### config.mk
export PLATFORM = sky130hd
export DESIGN_NAME = stopwatch_display
export DESIGN_NICKNAME = d
export VERILOG_FILES = /design/src/rtl/stopwatch_pkg.sv /design/src/rtl/bin2bcd_seq.sv /design/src/rtl/stopwatch_display.sv
export SDC_FILE = /design/constraint.sdc
export NUM_CORES = 1
export LEC_CHECK = 0
export BUFFER_PORTS_ARGS = -buffer_cell sky130_fd_sc_hd__buf_2
export CORE_MARGIN = 8
export CORE_UTILIZATION = 58
export DETAILED_ROUTE_END_ITERATION = 16
export PLACE_DENSITY = 0.83
export SLEW_MARGIN = 0
export SYNTH_ARGS = -nofsm -noshare
export SYNTH_HDL_FRONTEND = slang
export SYNTH_SLANG_ARGS = --single-unit
### constraint.sdc
create_clock -name clk -period 1.99 [get_ports clk]
set_clock_uncertainty 0.2 [all_clocks]
set_input_delay 0.2985 -clock clk [delete_from_list [all_inputs] [get_ports clk]]
set_output_delay 0.2985 -clock clk [all_outputs]
set_load 0.005 [all_outputs]
### src/rtl/stopwatch_pkg.sv
// Types and glyph constants shared by stop_watch and its seven-segment display driver.
package stopwatch_pkg;

  typedef enum logic [2:0] {
    IDLE    = 3'b001,
    CLEAR   = 3'b010,
    RUNNING = 3'b100
  } mode_t;

  typedef enum logic [1:0] {
    CV_IDLE,
    CV_SHIFT,
    CV_LOAD
  } conv_state_t;

  // Segment order {g,f,e,d,c,b,a}, active-high.
  localparam logic [6:0] SEG_BLANK = 7'h00;
  localparam logic [6:0] SEG_I     = 7'h06;
  localparam logic [6:0] SEG_C     = 7'h39;
  localparam logic [6:0] SEG_R     = 7'h50;
  localparam logic [6:0] SEG_E     = 7'h79;

  function automatic logic [6:0] digit_glyph(input logic [3:0] d);
    logic [6:0] g;
    case (d)
      4'd0:    g = 7'h3F;
      4'd1:    g = 7'h06;
      4'd2:    g = 7'h5B;
      4'd3:    g = 7'h4F;
      4'd4:    g = 7'h66;
      4'd5:    g = 7'h6D;
      4'd6:    g = 7'h7D;
      4'd7:    g = 7'h07;
      4'd8:    g = 7'h7F;
      4'd9:    g = 7'h6F;
      default: g = SEG_BLANK;
    endcase
    return g;
  endfunction

endpackage

### src/rtl/bin2bcd_seq.sv
// Sequential double-dabble converter: 5-bit binary to tens (0-3) and ones (0-9),
// one shift per clock, result registers written in the load state.
module bin2bcd_seq
  import stopwatch_pkg::*;
(
  input  logic       clk,
  input  logic       rst,
  input  logic       start,
  input  logic [4:0] bin_i,
  output logic       busy_o,
  output logic [1:0] tens_o,
  output logic [3:0] ones_o
);

  conv_state_t state;
  logic [12:0] sr;   // {tens nibble, ones nibble, binary}
  logic [12:0] adj;
  logic [2:0]  iter;

  always_comb begin
    adj = sr;
    if (sr[8:5] >= 4'd5)  adj[8:5]  = sr[8:5] + 4'd3;
    if (sr[12:9] >= 4'd5) adj[12:9] = sr[12:9] + 4'd3;
  end

  assign busy_o = (state != CV_IDLE);

  always_ff @(posedge clk or posedge rst) begin
    if (rst) begin
      state  <= CV_IDLE;
      sr     <= '0;
      iter   <= '0;
      tens_o <= '0;
      ones_o <= '0;
    end else begin
      case (state)
        CV_IDLE: begin
          if (start) begin
            sr    <= {8'h00, bin_i};
            iter  <= '0;
            state <= CV_SHIFT;
          end
        end
        CV_SHIFT: begin
          sr   <= adj << 1;
          iter <= iter + 3'd1;
          if (iter == 3'd4) state <= CV_LOAD;
        end
        CV_LOAD: begin
          tens_o <= sr[10:9];
          ones_o <= sr[8:5];
          state  <= CV_IDLE;
        end
        default: state <= CV_IDLE;
      endcase
    end
  end

endmodule

### src/rtl/stopwatch_display.sv
// Three-digit multiplexed seven-segment driver for stop_watch: ones, tens
// (leading zero blanked) and a mode letter, scanned REFRESH_DIV cycles per digit.
module stopwatch_display
  import stopwatch_pkg::*;
#(
  parameter int unsigned REFRESH_DIV = 4
) (
  input  logic       clk,
  input  logic       rst_i,
  input  logic [4:0] time_i,
  input  logic [2:0] mode_i,
  output logic [6:0] seg_o,
  output logic [2:0] an_o,
  output logic       busy_o
);

  localparam int unsigned CW = $clog2(REFRESH_DIV);
  localparam logic [CW-1:0] CNT_LAST = CW'(REFRESH_DIV - 1);

  logic [4:0]    last_time;
  logic          start;
  logic [1:0]    tens;
  logic [3:0]    ones;
  mode_t         mode_q;
  logic [CW-1:0] refresh_cnt;
  logic [1:0]    digit_idx;
  logic [6:0]    mode_glyph;

  // Changes that arrive while busy are picked up once the converter is idle again.
  assign start = (time_i != last_time) && !busy_o;

  bin2bcd_seq u_bin2bcd (
    .clk    (clk),
    .rst    (rst_i),
    .start  (start),
    .bin_i  (time_i),
    .busy_o (busy_o),
    .tens_o (tens),
    .ones_o (ones)
  );

  always_ff @(posedge clk or posedge rst_i) begin
    if (rst_i) begin
      last_time <= '0;
      mode_q    <= IDLE;
    end else begin
      if (start) last_time <= time_i;
      mode_q <= mode_t'(mode_i);
    end
  end

  always_ff @(posedge clk or posedge rst_i) begin
    if (rst_i) begin
      refresh_cnt <= '0;
      digit_idx   <= '0;
    end else if (refresh_cnt == CNT_LAST) begin
      refresh_cnt <= '0;
      digit_idx   <= (digit_idx == 2'd2) ? 2'd0 : digit_idx + 2'd1;
    end else begin
      refresh_cnt <= refresh_cnt + 1'b1;
    end
  end

  always_comb begin
    mode_glyph = SEG_E;
    case (mode_q)
      IDLE:    mode_glyph = SEG_I;
      CLEAR:   mode_glyph = SEG_C;
      RUNNING: mode_glyph = SEG_R;
      default: mode_glyph = SEG_E;
    endcase
  end

  always_ff @(posedge clk or posedge rst_i) begin
    if (rst_i) begin
      seg_o <= 7'h3F;
      an_o  <= 3'b001;
    end else begin
      case (digit_idx)
        2'd1: begin
          an_o  <= 3'b010;
          seg_o <= (tens == 2'd0) ? SEG_BLANK : digit_glyph({2'b00, tens});
        end
        2'd2: begin
          an_o  <= 3'b100;
          seg_o <= mode_glyph;
        end
        default: begin
          an_o  <= 3'b001;
          seg_o <= digit_glyph(ones);
        end
      endcase
    end
  end

endmodule
### After elaboration in Yosys (flattened, before gate mapping)

Memory sizes are Yosys's and may differ from the RTL's.
Index checks and enable logic that the tools add are counted.

| word-level totals | value |
|---|---|
| register bits after elaboration | 46 |
| ROM bits | 112 |
| input bits | 10 |
| output and inout port bits | 11 |
| logic and storage cells | 58 |
| memories | 1 |

| operators by class | value |
|---|---|
| $add $sub $neg | 5 |
| $lt $le $gt $ge | 2 |
| equality and inequality tests | 15 |
| mux-type cells | 16 |
| reduce and logical (&&, ||, !) cells | 8 |

Memories:

| memory | depth | width | read ports | clocked after Yosys merged registers in | write ports | RTL line | text |
|---|---|---|---|---|---|---|---|
| (name not given) | 16 | 7 | 1 | 0 | 0 | stopwatch_pkg.sv:25 | `case (d)` |

Operator list:

| operator | number |
|---|---|
| $pmux W7 S3 | 2 |
| $pmux W13 S2 | 1 |
| $pmux W7 S2 | 1 |
| $mux W13 | 1 |
| $pmux W3 S2 | 2 |
| $eq A2 B2 Y1 const B | 5 |
| $ge A4 B3 Y1 const B | 2 |
| $mux W2 | 4 |
| $mux W7 | 1 |
| $eq A2 B1 Y1 const B | 3 |
| $eq A3 B3 Y1 const B | 2 |
| $mux W3 | 2 |
| $ne A5 B5 Y1 | 1 |
| $add A2 B1 Y2 const B | 2 |
| $add A4 B2 Y4 const B | 1 |
| $logic_not A2 Y1 | 2 |
| $mux W4 | 1 |
| $pmux W2 S2 | 1 |
| $reduce_and A2 Y1 | 2 |
| $reduce_bool A2 Y1 | 2 |
| $add A3 B1 Y3 const B | 1 |
| $add A3 B2 Y3 const B | 1 |
| $eq A3 B1 Y1 const B | 1 |
| $eq A3 B2 Y1 const B | 1 |
| other kinds (4) | 4 |

### Longest topological paths before layout

| depth | value |
|---|---|
| depth in word-level cells | 5 |
| mapped depth | 6 |
| gate-level depth less buffers | 6 |

### Cells and area by module

A second synthesis with hierarchy kept.

| second synthesis, totals | value |
|---|---|
| cell total of the unflattened synthesis | 206 |
| area total of the unflattened synthesis | 2302.2 µm² |

Modules (own cells, without submodules):

| module | instances | cells each | area an instance (µm²) | seq. area each (µm²) |
|---|---|---|---|---|
| bin2bcd_seq | 1 | 110 | 1178.6 | 600.6 |
| stopwatch_display | 1 | 96 | 1123.6 | 560.5 |

### Least setup slack after synthesis

OpenSTA, ideal clock, no wires.

| timing path | value |
|---|---|
| path type | register to register |
| start | register last_time[0] |
| end | register u_bin2bcd.sr[0] |
| library setup time | 0.126 ns |
| arrival time | 1.277 ns |
| slack | 0.386 ns |
| cell stages (with the launch flop) | 5 |
| buffers on the path | 0 |
| clock period less this slack | 1.604 ns |
| cell sequence | dfrtp_1 -> xor2_2 -> nor3_4 -> a21oi_1 -> a311o_1 |

| between the ends | value |
|---|---|
| cells in the longest elaborated chain, start to end | 4 |

Ends and longest elaborated chain:

| what | RTL line | text |
|---|---|---|
| start: declaration | stopwatch_display.sv:20 | `logic [4:0] last_time;` |
| start signal: assignment | stopwatch_display.sv:47 | `if (start) last_time <= time_i;` |
| $ne A5 B5 Y1 | stopwatch_display.sv:30 | `assign start = (time_i != last_time) && !busy_o;` |
| $logic_and A1 B1 Y1 | stopwatch_display.sv:30 |  |
| $ne A2 B2 Y1 (no line) | -- |  |
| $reduce_and A2 Y1 (no line) | -- |  |
| end signal: assignment | bin2bcd_seq.sv:39 | `sr <= {8'h00, bin_i};` |
| end signal: assignment | bin2bcd_seq.sv:45 | `sr <= adj << 1;` |
| end: declaration | bin2bcd_seq.sv:16 | `logic [12:0] sr;` |

No other way between the ends.
A chain may end at the register's enable or synchronous reset.

### Worst setup path after layout

| timing path | value |
|---|---|
| start | register u_bin2bcd.state[0] |
| end | output busy_o |

| between the ends | value |
|---|---|
| cells in the longest elaborated chain, start to end | 1 |

Ends and longest elaborated chain:

| what | RTL line | text |
|---|---|---|
| start: declaration | bin2bcd_seq.sv:15 | `conv_state_t state;` |
| start signal: assignment | bin2bcd_seq.sv:30 | `state <= CV_IDLE;` |
| start signal: assignment | bin2bcd_seq.sv:41 | `state <= CV_SHIFT;` |
| start signal: assignment | bin2bcd_seq.sv:47 | `if (iter == 3'd4) state <= CV_LOAD;` |
| $reduce_bool A2 Y1 | bin2bcd_seq.sv:26 | `assign busy_o = (state != CV_IDLE);` |
| end: declaration | stopwatch_display.sv:14 | `output logic busy_o` |

No other way between the ends.

==> run_results.csv <==
group,metric,value,unit
outcome,outcome,"completed",
power_and_ir_drop,finalPower,0.00353,W
sta,setup_viol,0,
placed_design,place_hpwl,2980,microns
synth,seq_area_frac_synth,0.514,
sta,tightest_slew,0.707,ns
route,via_per_inst,5.52,
synth,netlist_area,0.00226,sq mm
sta,fin_hold_ws,0.0367,ns
sta,max_freq,557,MHz
sta,rsz0062_at_grt,"no",
setup_path,critPathMaxStageDelay,0.44,ns
grt,track_usage,0.145,
cells_and_area,diodes,0,
setup_path,crit_fanout,6,
setup_path,crit_buf_inv,2,
setup_path,cp_top_family,"flip-flops",
grt,grt_pass1_vias,1644,
cts,clock_latency,0.30,ns
sta,relSlewSlack,0.526,
sta,period_share,0.902,
floorplan,rows,22,
sta,final.setup.tns,0,ns
setup_path,path_class,"reg2out",
setup_path,crit_arrival,1.30,ns
route,wirelength,4200,microns
power_and_ir_drop,p_per_area,1380,mW/mm^2
power_and_ir_drop,power_frac_comb,0.393,
job,max_cap_viol_count,0,
cells_and_area,layout.nets,265,
synth,synth_cells,209,
synth,synthFlopType,"dfrtp_1",
synth,async_flop_share,1.00,
cts,h-tree-depth,2,
setup_path,worstPathRequired,1.49,ns
setup_path,start_kind,"register",
grt,grt_remaining_overflow,0,
cts,cts_inserted_buffers,5,
cts,clk_pin_slew,0.08,ns
grt,grt_pass1_wl,7200,microns
synth,syn_avg_cell_area,10.8,sq um
cells_and_area,final_core_util,0.689,
sta,drv_slew,0,
floorplan,core,0.00372,sq mm
route,first_iter_violations,69,
power_and_ir_drop,switching_power,0.00133,W
placed_design,dpl_cell_area,0.00243,sq mm
cts,cts_setup_buffers,0,
cells_and_area,final_cell_area,0.00256,sq mm
floorplan,io_pins,21,
cts,cts_tree,"built",
route,wl_per_cell,14.6,microns
power_and_ir_drop,internal_power,0.00220,W
grt,grt_max_degree,28,
cts,cts_sinks,46,
route,drt-pass1-iter-count,4,
floorplan,die_h,78.4,microns
route,drc_errors,0,
power_and_ir_drop,ir_drop,0.854,mV
power_and_ir_drop,power_frac_seq,0.446,
floorplan,start_util,0.608,
cells_and_area,drive_gt1_frac,0.221,
route,ant_nets,0,
synth,yosysWarnings,0,
setup_path,cp_cell_sequence,"nor2_2, inv_1, buf_2",
power_and_ir_drop,p_leak,1.20,nW
setup_path,cp-end-kind,"primary output",
cts,clockBufferDepth,2,
synth,yosysUniqueCellTypes,38,
grt,antenna_found_initial,0,
floorplan,die_area,0.00615,sq mm
route,via_count,1590,
cts,cts-root-buf,"clkbuf_8",
synth,syn_nets,235,
synth,synth_edf_count,0,
sta,hold_viol_final,0,
setup_path,worst_path_max_delay_cell,"dfrtp_1",
power_and_ir_drop,swShare,0.376,
placed_design,gp_congestion,0.843,
worst_hold_path,hold_class,"in2reg",
placed_design,port_buffers,20,
sta,fin_crit,1.79,ns
cells_and_area,syn2layout_area_growth,13.3,%
floorplan,dieWidth,78.4,microns
power_and_ir_drop,clkPwrFrac,0.161,
synth,ys_seq_elements,46,
-- placed cells by master, fill, tap and decap left out, types with 4 or more instances in the layout --
master,count
buf_4,4
dfstp_2,8
o21ai_0,14
inv_1,15
nand4_1,4
dlygate4sd3_1,4
nand2_1,32
dfrtp_1,38
xnor2_1,4
nor2_1,8
o211ai_1,6
a22oi_1,5
buf_2,20
a21oi_1,9
ha_1,16
a22o_1,8
clkbuf_8,5
-- power by group through the flow --
stage | registers, W | logic [W] | clock network, W
finish | 0.00157 | 0.00139 | 0.000567
global route | 0.00162 | 0.00158 | 0.000612
CTS | 0.00157 | 0.00140 | 0.000582
detailed placement | 0.00158 | 0.00138 | 0
global placement | 0.00156 | 0.00133 | 0
floorplan | 0.00152 | 0.00109 | 0
-- worst register-to-register path, stage by stage, from the launching register on --
cell and delay (ns):
dfrtp_1 0.45, inv_1 0.10, ha_1 0.21, nand2b_1 0.09
a21oi_1 0.28, mux2i_1 0.24, a22o_1 0.14
-- synthesized netlist by cell type (2+ instances only) --
master	number	share of area
a22oi_1	5	0.017
a22o_1	8	0.031
buf_6	2	0.010
ha_1	16	0.089
a32oi_1	3	0.012
nand2b_1	3	0.0083
xor2_2	3	0.022
buf_2	2	0.0044
xnor2_1	4	0.015
o211ai_1	6	0.020
mux2i_1	3	0.013
nor2_1	9	0.015
a21boi_0	2	0.0066
clkbuf_1	2	0.0033
a21oi_1	9	0.020
dfrtp_1	38	0.42
nand4_1	4	0.011
inv_1	16	0.027
o21ai_0	14	0.031
nand2_1	32	0.053
dfstp_2	8	0.093
xor2_1	2	0.0077
mux2_2	3	0.015
-- stage by stage --
stage | setup WS, ns | cells
5_1_grt | 0.0693 | 288
3_5_place_dp | 0.287 | 276
2_1_floorplan | 0.386 | 209
4_1_cts | 0.0546 | 288
3_3_place_gp | 0.316 | 276
6_report | 0.196 | 288
-- worst paths after layout --
kind                                                 from                          end  slack, ns  depth (start not counted)
setup / recovery           u_bin2bcd.state[0]$_DFFE_PP0P_                       busy_o       0.20                          3
max in group asynchronous                           rst_i  u_bin2bcd.sr[5]$_DFFE_PP0P_       0.71                          4
setup reg to reg              u_bin2bcd.sr[5]$_DFFE_PP0P_  u_bin2bcd.sr[7]$_DFFE_PP0P_       0.24                          6
min in group asynchronous                           rst_i     refresh_cnt[0]$_DFF_PP0_       0.36                          3
hold reg to reg                  refresh_cnt[0]$_DFF_PP0_     refresh_cnt[0]$_DFF_PP0_       0.24                          1
hold / removal                                  time_i[1]     last_time[1]$_DFFE_PP0P_       0.04                          3
-- state kept, by name (all words and copies together) (netlist names) --
| register | count |
|---|---|
| refresh_cnt | 2 |
| last_time | 5 |
| u_bin2bcd.tens_o | 2 |
| an_o | 3 |
| mode_q | 3 |
| u_bin2bcd.sr | 13 |
| u_bin2bcd.state | 2 |
| u_bin2bcd.iter | 3 |
| seg_o | 7 |
| digit_idx | 2 |
| u_bin2bcd.ones_o | 4 |
-- per-layer routing --
metal  global-route usage  wire length, microns  vias up  part of all wire
li1                     -                     -      781                 -
met1                0.157                  1730      764              0.41
met5                    0                     0        -                 0
met4               0.0630                    80        0             0.019
met2                0.246                  2150       36              0.51
met3               0.0569                   235        9             0.056
-- area by class of cell --
type	count	area (sq um)
sequential	46	1160
tap	48	60.1
multi-input combinational	140	998
clock inverter	3	18.8
timing repair buffer	29	190
inverter	17	63.8
fill	290	1150
clock buffer	5	68.8
-- repair_timing --
action                     4_1_cts  5_1_grt
resized for setup                0        1
hold endpoints to repair        14        0
setup endpoints to repair        0        1
hold buffers                     4        0
-- cell families after synthesis --
kind of cell               after synthesis  synth area share
adders and majority gates               16            0.0885
AOI/OAI and AO/OA                       55             0.170
and+or+nand+nor                         54             0.109
muxes                                    6            0.0282
buffers and inverters                   23            0.0459
xor gates and xnor gates                 9            0.0448
DFF                                     46             0.514
No activity file was read; power rests on OpenSTA's default activity.
